$ cat src/rtl/cg_memory_arbiter.sv
// cg_memory_arbiter
//   Two-requester arbiter in front of a single memory port. Each requester
//   can issue a write (wvalid/waddr/wdata) and/or a read (arvalid/araddr, then
//   rvalid/rdata). One transaction is in flight at a time. A requester that has
//   both a write and a read pending is served write first. Contention between
//   the two requesters is resolved by a round-robin pointer that moves to the
//   other requester after every completed (or aborted) transaction.
//   A per-state watchdog aborts a transaction that stalls for TIMEOUT cycles
//   and pulses timeout_err.
//
// Ports
//   clk, rst_n                 clock, asynchronous active-low reset
//   mX_wvalid/waddr/wdata      requester X write request (held until wready)
//   mX_wready                  requester X write accepted
//   mX_arvalid/araddr          requester X read request (held until arready)
//   mX_arready                 requester X read address accepted
//   mX_rvalid/rdata/rready     requester X read data handshake
//   s_wen/s_wvalid/s_waddr/s_wdata, s_wready      memory write channel
//   s_arvalid/s_araddr, s_arready                  memory read address channel
//   s_rvalid/s_rdata, s_rready                     memory read data channel
//   busy                       transaction in progress
//   grant_id                   requester owning the current transaction
//   timeout_err                one-cycle pulse after a watchdog abort
module cg_memory_arbiter #(
  parameter int DATA_WIDTH = 32,
  parameter int ADDR_WIDTH = 32,
  parameter int TIMEOUT    = 16
) (
  input  logic                  clk,
  input  logic                  rst_n,
  // requester 0
  input  logic                  m0_wvalid,
  input  logic [ADDR_WIDTH-1:0] m0_waddr,
  input  logic [DATA_WIDTH-1:0] m0_wdata,
  output logic                  m0_wready,
  input  logic                  m0_arvalid,
  input  logic [ADDR_WIDTH-1:0] m0_araddr,
  output logic                  m0_arready,
  output logic                  m0_rvalid,
  output logic [DATA_WIDTH-1:0] m0_rdata,
  input  logic                  m0_rready,
  // requester 1
  input  logic                  m1_wvalid,
  input  logic [ADDR_WIDTH-1:0] m1_waddr,
  input  logic [DATA_WIDTH-1:0] m1_wdata,
  output logic                  m1_wready,
  input  logic                  m1_arvalid,
  input  logic [ADDR_WIDTH-1:0] m1_araddr,
  output logic                  m1_arready,
  output logic                  m1_rvalid,
  output logic [DATA_WIDTH-1:0] m1_rdata,
  input  logic                  m1_rready,
  // memory side
  output logic                  s_wen,
  output logic                  s_wvalid,
  output logic [ADDR_WIDTH-1:0] s_waddr,
  output logic [DATA_WIDTH-1:0] s_wdata,
  input  logic                  s_wready,
  output logic                  s_arvalid,
  output logic [ADDR_WIDTH-1:0] s_araddr,
  input  logic                  s_arready,
  input  logic                  s_rvalid,
  input  logic [DATA_WIDTH-1:0] s_rdata,
  output logic                  s_rready,
  // status
  output logic                  busy,
  output logic                  grant_id,
  output logic                  timeout_err
);

  localparam int WD_W = (TIMEOUT > 2) ? $clog2(TIMEOUT) : 1;
  localparam logic [WD_W-1:0] WD_LIMIT = WD_W'(TIMEOUT - 1);

  typedef enum logic [1:0] {
    ST_IDLE  = 2'd0,
    ST_WRITE = 2'd1,
    ST_RADDR = 2'd2,
    ST_RDATA = 2'd3
  } state_t;

  state_t            state_q, state_d;
  logic              gid_q, gid_d;
  logic              rr_q, rr_d;
  logic [WD_W-1:0]   wd_q, wd_d;
  logic              terr_q, terr_d;

  // Inputs of the currently granted requester
  logic                  g_rready;
  logic [ADDR_WIDTH-1:0] g_waddr;
  logic [DATA_WIDTH-1:0] g_wdata;
  logic [ADDR_WIDTH-1:0] g_araddr;

  // Arbitration helpers
  logic pend0, pend1;
  logic sel;
  logic sel_wvalid;
  logic done;
  logic stay;

  always_comb begin
    g_rready = gid_q ? m1_rready : m0_rready;
    g_waddr  = gid_q ? m1_waddr  : m0_waddr;
    g_wdata  = gid_q ? m1_wdata  : m0_wdata;
    g_araddr = gid_q ? m1_araddr : m0_araddr;
  end

  always_comb begin
    pend0      = m0_wvalid | m0_arvalid;
    pend1      = m1_wvalid | m1_arvalid;
    // Both pending: round-robin pointer decides; otherwise the lone requester.
    sel        = (pend0 & pend1) ? rr_q : pend1;
    sel_wvalid = sel ? m1_wvalid : m0_wvalid;
  end

  // Next-state logic
  always_comb begin
    state_d = state_q;
    gid_d   = gid_q;
    rr_d    = rr_q;
    wd_d    = wd_q;
    terr_d  = 1'b0;
    done    = 1'b0;
    stay    = 1'b0;

    unique case (state_q)
      ST_IDLE: begin
        if (pend0 | pend1) begin
          gid_d   = sel;
          state_d = sel_wvalid ? ST_WRITE : ST_RADDR;
          wd_d    = '0;
        end
      end
      ST_WRITE: begin
        if (s_wready) begin
          state_d = ST_IDLE;
          done    = 1'b1;
        end else begin
          stay = 1'b1;
        end
      end
      ST_RADDR: begin
        if (s_arready) begin
          state_d = ST_RDATA;
          wd_d    = '0;
        end else begin
          stay = 1'b1;
        end
      end
      ST_RDATA: begin
        if (s_rvalid & g_rready) begin
          state_d = ST_IDLE;
          done    = 1'b1;
        end else begin
          stay = 1'b1;
        end
      end
      default: state_d = ST_IDLE;
    endcase

    // Watchdog only fires when the state makes no progress this cycle, so a
    // handshake landing on the limit cycle wins over the abort.
    if (stay) begin
      if (wd_q == WD_LIMIT) begin
        state_d = ST_IDLE;
        terr_d  = 1'b1;
        done    = 1'b1;
      end else begin
        wd_d = wd_q + WD_W'(1);
      end
    end

    if (done) begin
      rr_d = ~gid_q;
    end
  end

  always_ff @(posedge clk or negedge rst_n) begin
    if (!rst_n) begin
      state_q <= ST_IDLE;
      gid_q   <= 1'b0;
      rr_q    <= 1'b0;
      wd_q    <= '0;
      terr_q  <= 1'b0;
    end else begin
      state_q <= state_d;
      gid_q   <= gid_d;
      rr_q    <= rr_d;
      wd_q    <= wd_d;
      terr_q  <= terr_d;
    end
  end

  // Output decode: everything is zero unless the state drives it, and only
  // the granted requester sees handshake signals.
  always_comb begin
    s_wen      = 1'b0;
    s_wvalid   = 1'b0;
    s_waddr    = '0;
    s_wdata    = '0;
    s_arvalid  = 1'b0;
    s_araddr   = '0;
    s_rready   = 1'b0;
    m0_wready  = 1'b0;
    m0_arready = 1'b0;
    m0_rvalid  = 1'b0;
    m0_rdata   = '0;
    m1_wready  = 1'b0;
    m1_arready = 1'b0;
    m1_rvalid  = 1'b0;
    m1_rdata   = '0;

    unique case (state_q)
      ST_WRITE: begin
        s_wen    = 1'b1;
        s_wvalid = 1'b1;
        s_waddr  = g_waddr;
        s_wdata  = g_wdata;
        if (gid_q) m1_wready = s_wready;
        else       m0_wready = s_wready;
      end
      ST_RADDR: begin
        s_arvalid = 1'b1;
        s_araddr  = g_araddr;
        if (gid_q) m1_arready = s_arready;
        else       m0_arready = s_arready;
      end
      ST_RDATA: begin
        s_rready = g_rready;
        if (gid_q) begin
          m1_rvalid = s_rvalid;
          m1_rdata  = s_rdata;
        end else begin
          m0_rvalid = s_rvalid;
          m0_rdata  = s_rdata;
        end
      end
      default: ;
    endcase
  end

  always_comb begin
    busy        = (state_q != ST_IDLE);
    grant_id    = gid_q;
    timeout_err = terr_q;
  end

endmodule

$ cat config.mk
export PLATFORM = sky130hd
export DESIGN_NAME = cg_memory_arbiter
export DESIGN_NICKNAME = d
export VERILOG_FILES = /design/src/rtl/cg_memory_arbiter.sv
export SDC_FILE = /design/constraint.sdc
export NUM_CORES = 1
export LEC_CHECK = 0
export ABC_CLOCK_PERIOD_IN_PS = 1700
export BUFFER_PORTS_ARGS = -buffer_cell sky130_fd_sc_hd__buf_2
export CORE_AREA = 2 2 159 161
export DETAILED_ROUTE_END_ITERATION = 8
export DIE_AREA = 0 0 161 163
export HOLD_SLACK_MARGIN = 0.1
export PLACE_DENSITY = 0.35
export RECOVER_POWER = 100
export REMOVE_ABC_BUFFERS = 1
export SLEW_MARGIN = 15
export SYNTH_ARGS = -nofsm -noshare
export SYNTH_HDL_FRONTEND = slang
export SYNTH_SLANG_ARGS = --single-unit
export TNS_END_PERCENT = 100
$ cat constraint.sdc
create_clock -name clk -period 1.7 [get_ports clk]
set_input_delay 0.085 -clock clk [delete_from_list [all_inputs] [get_ports clk]]
set_output_delay 0.085 -clock clk [all_outputs]
set_load 0.02 [all_outputs]
* Word-level counts from Yosys, hierarchy flattened
Index checks and enable logic that the tools add are counted.
** Storage, ports and cells
- Register bits after elaboration :: 9
- Input port bits :: 235
- Logic and storage cells :: 71
** Cells by class
- $add $sub $neg :: 1
- Equal/unequal tests :: 4
- Mux-type cells :: 52
- Bitwise logic cells :: 6
- Reduce and logical (&&, ||, !) cells :: 3
** Operators with widths (count)
- 32-bit 2-to-1 mux :: 10
- 1-bit 2-to-1 mux :: 27
- 4-bit 2-to-1 mux :: 4
- 2-bit 2-to-1 mux :: 7
- 2-bit case mux with 4 select lines :: 1
- 4-bit case mux with 2 select lines :: 1
- 4-bit by 1-bit adder with 4-bit output, second input constant :: 1
- 2-bit equality test, second input constant :: 2
- 4-bit equality test, second input constant :: 1
- 1-bit OR :: 3
- 1-bit case mux with 3 select lines :: 1
- 1-bit bitwise AND :: 2
- 2-bit by 1-bit equality test with 1-bit output, second input constant :: 1
- 2-bit logical NOT :: 1
- 1-bit case mux with 2 select lines :: 1
- 2-bit AND reduction :: 1
- 2-bit nonzero test :: 1
- 1-bit inverter :: 1

* Depth between registers and ports, before layout
Gate-level depths: netlist (run 1).
- Depth in word-level cells :: 9
- Gate-level depth with buffers :: 6
- Mapped depth without buffers :: 5

* Worst setup path after synthesis (run 1)
Ideal clock, no wire load.
- Kind :: register -> output
- Start :: register gid_q (netlist: grant_id)
- End :: output s_araddr[10]
- Arrival :: 1438 ps
- Data required time :: 1615 ps
- Path slack :: 177 ps
- Stages on the path, launching flop included :: 6
- Cell sequence :: dfrtp_1 -> buf_6 -> buf_2 -> buf_2 -> mux2i_1 -> nor2_1
** Between the ends
- Word-level cells in the longest chain between the ends :: 2
** RTL lines
- start, declared :: line 82 : logic gid_q, gid_d;
- start signal, assigned :: line 186 : gid_q <= gid_d;
- 32-bit 2-to-1 mux :: line 104 : g_araddr = gid_q ? m1_araddr : m0_araddr;
- 32-bit 2-to-1 mux :: line 212 : unique case (state_q)
- end, declared :: line 60 : output logic [ADDR_WIDTH-1:0] s_araddr,
No other way between the ends.

* Worst setup path in the final report (run 1)
- Start :: register gid_q (netlist: grant_id)
- End :: output s_wdata[6]
** Between the ends
- Word-level cells in the longest chain between the ends :: 2
** RTL lines
- 32-bit 2-to-1 mux :: line 103 : g_wdata = gid_q ? m1_wdata : m0_wdata;
- 32-bit 2-to-1 mux :: line 212
- end, declared :: line 57 : output logic [DATA_WIDTH-1:0] s_wdata,
No other way between the ends.

==> results.py, run 1 <==
metrics = {
    "status": {
        "status": "complete, but fails checks",
        "failed_checks": "negative setup slack",
    },
    "worst_setup_path": {
        "cp.depth": 4,
        "worstReg2RegStart": "grant_id",
        "reg2reg_to": "wd_q[3]",
        "crit_required_ps": 1620,
        "worst-path-max-fanout": 49,
        "cell_family_with_the_largest_share_of_critical_path_delay": "flip-flops",
        "worst_setup_path_start_kind": "flip-flop",
        "criticalPathCategory": "flip-flop to output pin",
        "rr_worst_depth": 4,
        "slowest_stage_cell_crit_path": "sky130_fd_sc_hd__dfrtp_4",
        "critical_path.n_buffers_inverters": 2,
        "worstPathArrival_ps": 1640,
        "reg2reg_setup_slack_ps": 110,
        "crit_chain": "buf_16 -> mux2i_1 -> nor2_1 -> buf_2",
        "cpPeakStageDelay_ps": 530,
        "critical_path_sink_type": "output pin",
    },
    "sta": {
        "maxSlewViolCount": 0,
        "fin_crit_sh": 1.01,
        "slew-limit-headroom": 0.624,
        "fmax_mhz": 581,
        "setup_tns_ps": -28.1,
        "grt_setup_unrepaired": "true",
        "clock_skew_ps": 0.416,
        "timing.final.setup_violations": 2,
        "final.setup.worst_slack_ps": -21.5,
        "timing_worst_slew_pin_value_ps": 565,
        "finalHoldViolations": 0,
        "finalCriticalPeriod_ps": 1720,
    },
    "min_path": {
        "worst_hold_path.num_cells": 4,
        "min_delay_worst_endpoint": "state_q[0]",
        "path_class_of_the_lowest_slack_min_delay_path": "primary input to flip-flop",
        "start_point_of_the_worst_min_delay_path": "m0_arvalid",
    },
    "grt": {
        "initial_antenna_violation_count": 4,
        "grt_pass1_wl_um": 20000,
        "overflow": 0,
        "grt.total_usage": 0.0978,
        "grt_max_degree": 65,
        "via_count_of_the_first_global_routing_pass": 3646,
    },
    "synthesis": {
        "ys_async_sr_fraction": 1.00,
        "primary_ff_master_synth": "sky130_fd_sc_hd__dfrtp_1",
        "yosys_warnings": 0,
        "synth.ff_latch_count": 9,
        "synth-edff-count": 0,
        "synth.area.top_cells": "sky130_fd_sc_hd__mux2i_1 39%, sky130_fd_sc_hd__and2_1 16%, sky130_fd_sc_hd__nor2_1 16%",
        "avgSynthCellArea_sq_um": 6.95,
        "synth_area_leader_cell": "sky130_fd_sc_hd__mux2i_1",
        "synth_area_sq_um": 2560,
        "synthCells": 368,
        "synth_sequential_area_ratio": 0.0881,
        "netlist.area_leader.share": 0.388,
        "synth_cell_type_count": 34,
    },
    "power": {
        "switch_share": 0.566,
        "ir_worst_vdd_uv": 541,
        "p_leak_nw": 3.24,
        "power.share.clock": 0.057,
        "intPower_w": 0.00322,
        "seq_power_share": 0.067,
        "p_comb_frac": 0.876,
        "power.switching_w": 0.00420,
        "sum_of_internal_switching_and_leakage_power_w": 0.00742,
        "power_density_nw_per_um2": 1450,
    },
    "clock_tree": {
        "ctsRootBufferMaster": "sky130_fd_sc_hd__clkbuf_16",
        "post_cts_buffers": 0,
        "max-clock-path-buffers": 2,
        "htree_levels": 1,
        "cts.sinks": 9,
        "tritoncts_clock_tree": "done",
        "cts_inserted_buffers": 3,
        "cts.reportedPaths.clkPinSlew_ps": 40,
        "clock_insertion_delay_worst_skew_ps": 240,
    },
    "route": {
        "topRoutingLayerUsed": "met5",
        "drt_pass1_iterations": 5,
        "wl_met2_um": 7510,
        "route.detailed.drc": 0,
        "met1Wirelength_um": 5310,
        "number_of_nets_still_failing_antenna_checks_after_routing": 0,
        "dr.first_iter.drc_count": 100,
        "detailroute.via_count": 3931,
        "drt-wirelength-per-cell_um": 13.2,
        "detailroute.wirelength.met3_um": 1340,
        "finalWirelength_um": 14300,
        "routed_via_density": 3.61,
    },
    "place": {
        "dp_hpwl_um": 12000,
        "gp_routability_congestion": 0.798,
        "numPlacedInstances": 1081,
        "port-buffer-count": 407,
    },
    "die": {
        "die_w_um": 161,
        "core_area_sq_um": 24700,
        "io_pins": 408,
        "core.rowCount": 58,
        "die_height_um": 163,
        "start_util": 0.104,
        "dieArea_sq_um": 26200,
    },
    "layout": {
        "final_net_count": 994,
        "finish.utilization": 0.208,
        "layout-area-overhead-vs-synth_pct": 101,
        "num-fill-cells": 2789,
        "final_cell_count_no_fill": 1088,
        "layout-drive-gt1-share": 0.561,
    },
    "flow_run": {
        "max_cap_viol_count": 0,
    },
}
-- cell families after synthesis --
| family | synth area share |
|---|---|
| xor gates and xnor gates | 0.00343 |
| DFF | 0.0881 |
| buffers and inverters | 0.0759 |
| AOI/OAI and AO/OA | 0.0612 |
| adders and majority gates | 0.00489 |
| and+or+nand+nor | 0.370 |
| muxes | 0.396 |
-- Yosys cell counts (2+ instances only) --
| master | instances |
|---|---|
| sky130_fd_sc_hd__a21oi_1 | 4 |
| sky130_fd_sc_hd__buf_2 | 17 |
| sky130_fd_sc_hd__clkbuf_1 | 13 |
| sky130_fd_sc_hd__and2_1 | 67 |
| sky130_fd_sc_hd__a22oi_1 | 2 |
| sky130_fd_sc_hd__nor2_1 | 107 |
| sky130_fd_sc_hd__o22ai_1 | 2 |
| sky130_fd_sc_hd__mux2i_1 | 99 |
| sky130_fd_sc_hd__o21ai_0 | 4 |
| sky130_fd_sc_hd__nand2b_1 | 3 |
| sky130_fd_sc_hd__dfrtp_1 | 9 |
| sky130_fd_sc_hd__and3_1 | 4 |
| sky130_fd_sc_hd__buf_4 | 2 |
| sky130_fd_sc_hd__buf_6 | 2 |
| sky130_fd_sc_hd__nand2_1 | 9 |
| sky130_fd_sc_hd__inv_1 | 6 |
-- layout make-up --
| cell class | instances | area [sq um] | share of cell area |
|---|---|---|---|
| Antenna cell | 1 | 2.50 | 0.000487 |
| Clock buffer | 4 | 78.8 | 0.0153 |
| Inverter | 6 | 22.5 | 0.00438 |
| Multi-Input combinational cell | 319 | 2150 | 0.419 |
| Sequential cell | 9 | 231 | 0.0451 |
| Tap cell | 330 | 413 | 0.0804 |
| Timing Repair Buffer | 419 | 2240 | 0.435 |
-- metrics by stage --
step | setup WS, ps | instance area (sq um) | hold WS, ps
final | -21.5 | 5140 | 223
after CTS | -46.0 | 5130 | 226
after global routing | -92.4 | 5140 | 266
after floorplan | -3430 | 2380 | -211
after detailed placement | 112 | 4990 | -33.6
after global placement | 76.4 | 4990 | -35.3
-- state kept, by name, indices dropped and copies added (netlist names) --
name / flops
rr_q: 1
timeout_err: 1
state_q: 2
grant_id: 1
wd_q: 4
-- metal layers --
layer	GRT usage	vias to the layer above
met5	0	-
met4	0.0191	4
met3	0.0242	15
met2	0.197	234
met1	0.102	1683
li1	-	1995
-- cell usage in the layout (no fill, tap or decap), types with 2 or more instances in the layout --
master,instances
sky130_fd_sc_hd__buf_4,8
sky130_fd_sc_hd__nor2_1,106
sky130_fd_sc_hd__clkbuf_1,9
sky130_fd_sc_hd__buf_2,367
sky130_fd_sc_hd__and2_0,2
sky130_fd_sc_hd__a22oi_1,2
sky130_fd_sc_hd__inv_1,6
sky130_fd_sc_hd__o22ai_1,2
sky130_fd_sc_hd__clkbuf_16,3
sky130_fd_sc_hd__dfrtp_2,2
sky130_fd_sc_hd__and2_1,65
sky130_fd_sc_hd__and3_1,3
sky130_fd_sc_hd__nand2_1,9
sky130_fd_sc_hd__o21ai_0,5
sky130_fd_sc_hd__mux2i_4,2
sky130_fd_sc_hd__mux2i_1,97
sky130_fd_sc_hd__nand2b_1,2
sky130_fd_sc_hd__clkbuf_2,28
sky130_fd_sc_hd__buf_16,2
sky130_fd_sc_hd__a21oi_1,4
sky130_fd_sc_hd__buf_12,3
sky130_fd_sc_hd__dfrtp_1,6
-- what timing repair did --
action                                  CTS  global route
hold buffers                              1             0
endpoints found under the setup margin   30           138
resized for setup                         4            10
gates cloned                              1             0
endpoints found under the hold margin     9             0
-- power by group through the flow --
stage                     sequential, W  combinational, W  clock [W]
after floorplan                0.000648           0.00332          0
after global placement         0.000472           0.00652          0
after detailed placement       0.000470           0.00645          0
after CTS                      0.000494           0.00661   0.000428
after global routing           0.000525           0.00701   0.000447
final                          0.000496           0.00650   0.000425
-- worst max-delay path by stage --
stage | start | endpoint | slack, ps
finish | grant_id | s_wdata[6] | -20
global route | grant_id | s_wdata[6] | -90
floorplan | grant_id | m0_rdata[0] | -3430
CTS | grant_id | s_wdata[6] | -50
detailed placement | grant_id | m0_wready | 110
global placement | grant_id | m0_wready | 80
-- tightest hold or removal path: stages --
cell and delay, ps:
sky130_fd_sc_hd__buf_2 100, sky130_fd_sc_hd__a2bb2oi_1 70, sky130_fd_sc_hd__nand2_1 70, sky130_fd_sc_hd__a32oi_1 90
Power figures use the tool's default switching activity.
==> inputs of run 2 (changes only) <==
--- a/config.mk
+++ b/config.mk
@@ -13,7 +13,6 @@
 export HOLD_SLACK_MARGIN = 0.1
 export PLACE_DENSITY = 0.35
 export RECOVER_POWER = 100
-export REMOVE_ABC_BUFFERS = 1
 export SLEW_MARGIN = 15
 export SYNTH_ARGS = -nofsm -noshare
 export SYNTH_HDL_FRONTEND = slang
==> results.py, run 2 (synthesized netlist as in run 1, its figures left out) <==
metrics = {
    "status": {
        "status": "complete, no violations",
    },
    "place": {
        "post_dp_cell_area_sq_um": 5010,
        "port-buffer-count": 407,
        "gp_routability_congestion": 0.808,
        "numPlacedInstances": 1084,
        "dp_hpwl_um": 14100,
    },
    "clock_tree": {
        "cts.reportedPaths.clkPinSlew_ps": 40,
        "cts_inserted_buffers": 3,
        "max-clock-path-buffers": 2,
        "htree_levels": 1,
        "tritoncts_clock_tree": "done",
        "clock_insertion_delay_worst_skew_ps": 230,
        "cts.sinks": 9,
        "ctsRootBufferMaster": "sky130_fd_sc_hd__clkbuf_16",
    },
    "layout": {
        "design_area_sq_um": 5230,
        "num-fill-cells": 2830,
        "final_net_count": 1002,
        "layout_commonest_cell": "sky130_fd_sc_hd__buf_2",
        "layout-drive-gt1-share": 0.571,
        "regs_by_ff_count": "wd_q: 4 flops, state_q: 2 flops",
        "largest_register_ff_count": 4,
        "final_cell_count_no_fill": 1096,
        "finish.utilization": 0.212,
        "layout-area-overhead-vs-synth_pct": 105,
        "largest_register": "wd_q",
        "most-common-layout-cells": "403 x sky130_fd_sc_hd__buf_2, 106 x sky130_fd_sc_hd__nor2_1, 97 x sky130_fd_sc_hd__mux2i_1, 67 x sky130_fd_sc_hd__and2_1",
    },
    "route": {
        "routed_via_density": 3.60,
        "drt_pass1_iterations": 4,
        "detailroute.via_count": 3951,
        "dr.first_iter.drc_count": 144,
        "finalWirelength_um": 16700,
        "route.detailed.drc": 0,
        "number_of_nets_still_failing_antenna_checks_after_routing": 0,
        "drt-wirelength-per-cell_um": 15.2,
    },
    "power": {
        "power.switching_w": 0.00439,
        "power.share.clock": 0.053,
        "seq_power_share": 0.061,
        "switch_share": 0.563,
        "p_leak_nw": 3.33,
        "p_comb_frac": 0.886,
        "intPower_w": 0.00341,
        "ir_worst_vdd_uv": 598,
        "power_density_nw_per_um2": 1490,
    },
    "worst_setup_path": {
        "worstReg2RegStart": "grant_id",
        "crit_required_ps": 1620,
        "worst-path-max-fanout": 10,
        "crit_startpoint": "grant_id",
        "reg2reg_to": "wd_q[0]",
        "reg2reg_setup_slack_ps": 110,
        "critical_path_sink_type": "output pin",
        "worst_setup_path_start_kind": "flip-flop",
        "worstPathArrival_ps": 1610,
        "rr_worst_depth": 5,
        "criticalPathCategory": "flip-flop to output pin",
    },
    "die": {
        "core_area_sq_um": 24700,
        "core.rowCount": 58,
        "die_height_um": 163,
        "start_util": 0.104,
        "io_pins": 408,
        "die_w_um": 161,
        "dieArea_sq_um": 26200,
    },
    "sta": {
        "timing.final.setup_violations": 0,
        "clock_skew_ps": 0.790,
        "fmax_mhz": 590,
        "timing_worst_slew_pin_value_ps": 581,
        "finalHoldViolations": 0,
        "slew-limit-headroom": 0.613,
        "maxSlewViolCount": 0,
        "grt_setup_unrepaired": "true",
        "setup_tns_ps": 0,
        "finalCriticalPeriod_ps": 1690,
        "fin_crit_sh": 0.996,
        "worst_hold_slack_ps": 185,
    },
    "min_path": {
        "path_class_of_the_lowest_slack_min_delay_path": "primary input to flip-flop",
        "start_point_of_the_worst_min_delay_path": "m0_wvalid",
        "min_delay_worst_endpoint": "grant_id",
        "worst_hold_path.num_cells": 4,
    },
    "grt": {
        "overflow": 0,
        "grt_max_degree": 60,
        "initial_antenna_violation_count": 1,
        "via_count_of_the_first_global_routing_pass": 3857,
        "grt.total_usage": 0.113,
        "grt_pass1_wl_um": 23300,
    },
    "flow_run": {
        "max_cap_viol_count": 0,
    },
    "synthesis": {
        "net_count_synth": 604,
    },
}
[run 2: through the flow]
stage                     total power, W  setup WS (ps)
after floorplan                  0.00480            177
after global placement           0.00715            190
after detailed placement         0.00712            187
after CTS                        0.00776          -8.21
after global routing             0.00835          -29.4
final                            0.00780           6.36
[run 2: worst max path at each step]
| stage | to | cells past startpoint | slack [ps] |
|---|---|---|---|
| 6_report | s_waddr[26] | 5 | 6 |
| 5_1_grt | s_wdata[3] | 5 | -30 |
| 4_1_cts | s_wdata[16] | 5 | -8 |
| 3_5_place_dp | s_wdata[19] | 5 | 190 |
| 3_3_place_gp | wd_q[1] | 3 | 190 |
| 2_1_floorplan | s_araddr[10] | 5 | 180 |
[run 2: area by class of cell]
| type | count | area (sq um) | area share |
|---|---|---|---|
| timing repair buffer | 427 | 2330 | 0.446 |
| sequential | 9 | 231 | 0.0443 |
| antenna | 1 | 2.50 | 0.000478 |
| inverter | 6 | 22.5 | 0.00431 |
| clock buffer | 4 | 78.8 | 0.0151 |
| tap | 330 | 413 | 0.0789 |
| multi-input combinational | 319 | 2150 | 0.411 |
[run 2: timing repair]
| item | CTS | global route |
|---|---|---|
| cloned | 1 | 1 |
| hold endpoints to repair | 9 | 0 |
| pin swaps | 0 | 2 |
| endpoints found under the setup margin | 48 | 108 |
| gates resized for setup | 6 | 6 |
| buffers inserted | 1 | 3 |
| hold buffers | 1 | 0 |
[run 2: worst max-delay path, stage by stage (launching register included)]
cell and delay, ps:
sky130_fd_sc_hd__dfrtp_4 520, sky130_fd_sc_hd__buf_12 170, sky130_fd_sc_hd__buf_4 160, sky130_fd_sc_hd__mux2i_1 270, sky130_fd_sc_hd__nor2_1 70, sky130_fd_sc_hd__buf_2 170
[run 2: power by group through the flow]
stage | logic (W) | registers [W] | clock network, W
2_1_floorplan | 0.00442 | 0.000383 | 0
3_3_place_gp | 0.00667 | 0.000472 | 0
3_5_place_dp | 0.00665 | 0.000465 | 0
4_1_cts | 0.00686 | 0.000473 | 0.000426
5_1_grt | 0.00741 | 0.000505 | 0.000436
6_report | 0.00691 | 0.000476 | 0.000417
[run 2: routing by layer]
metal  up-vias  global-route usage  routed length, um
met5         -                   0                  0
met4         0              0.0142                 94
met3         6              0.0148                990
met2       161               0.214               8810
met1      1771               0.138               6750
li1       2013                   -                  -
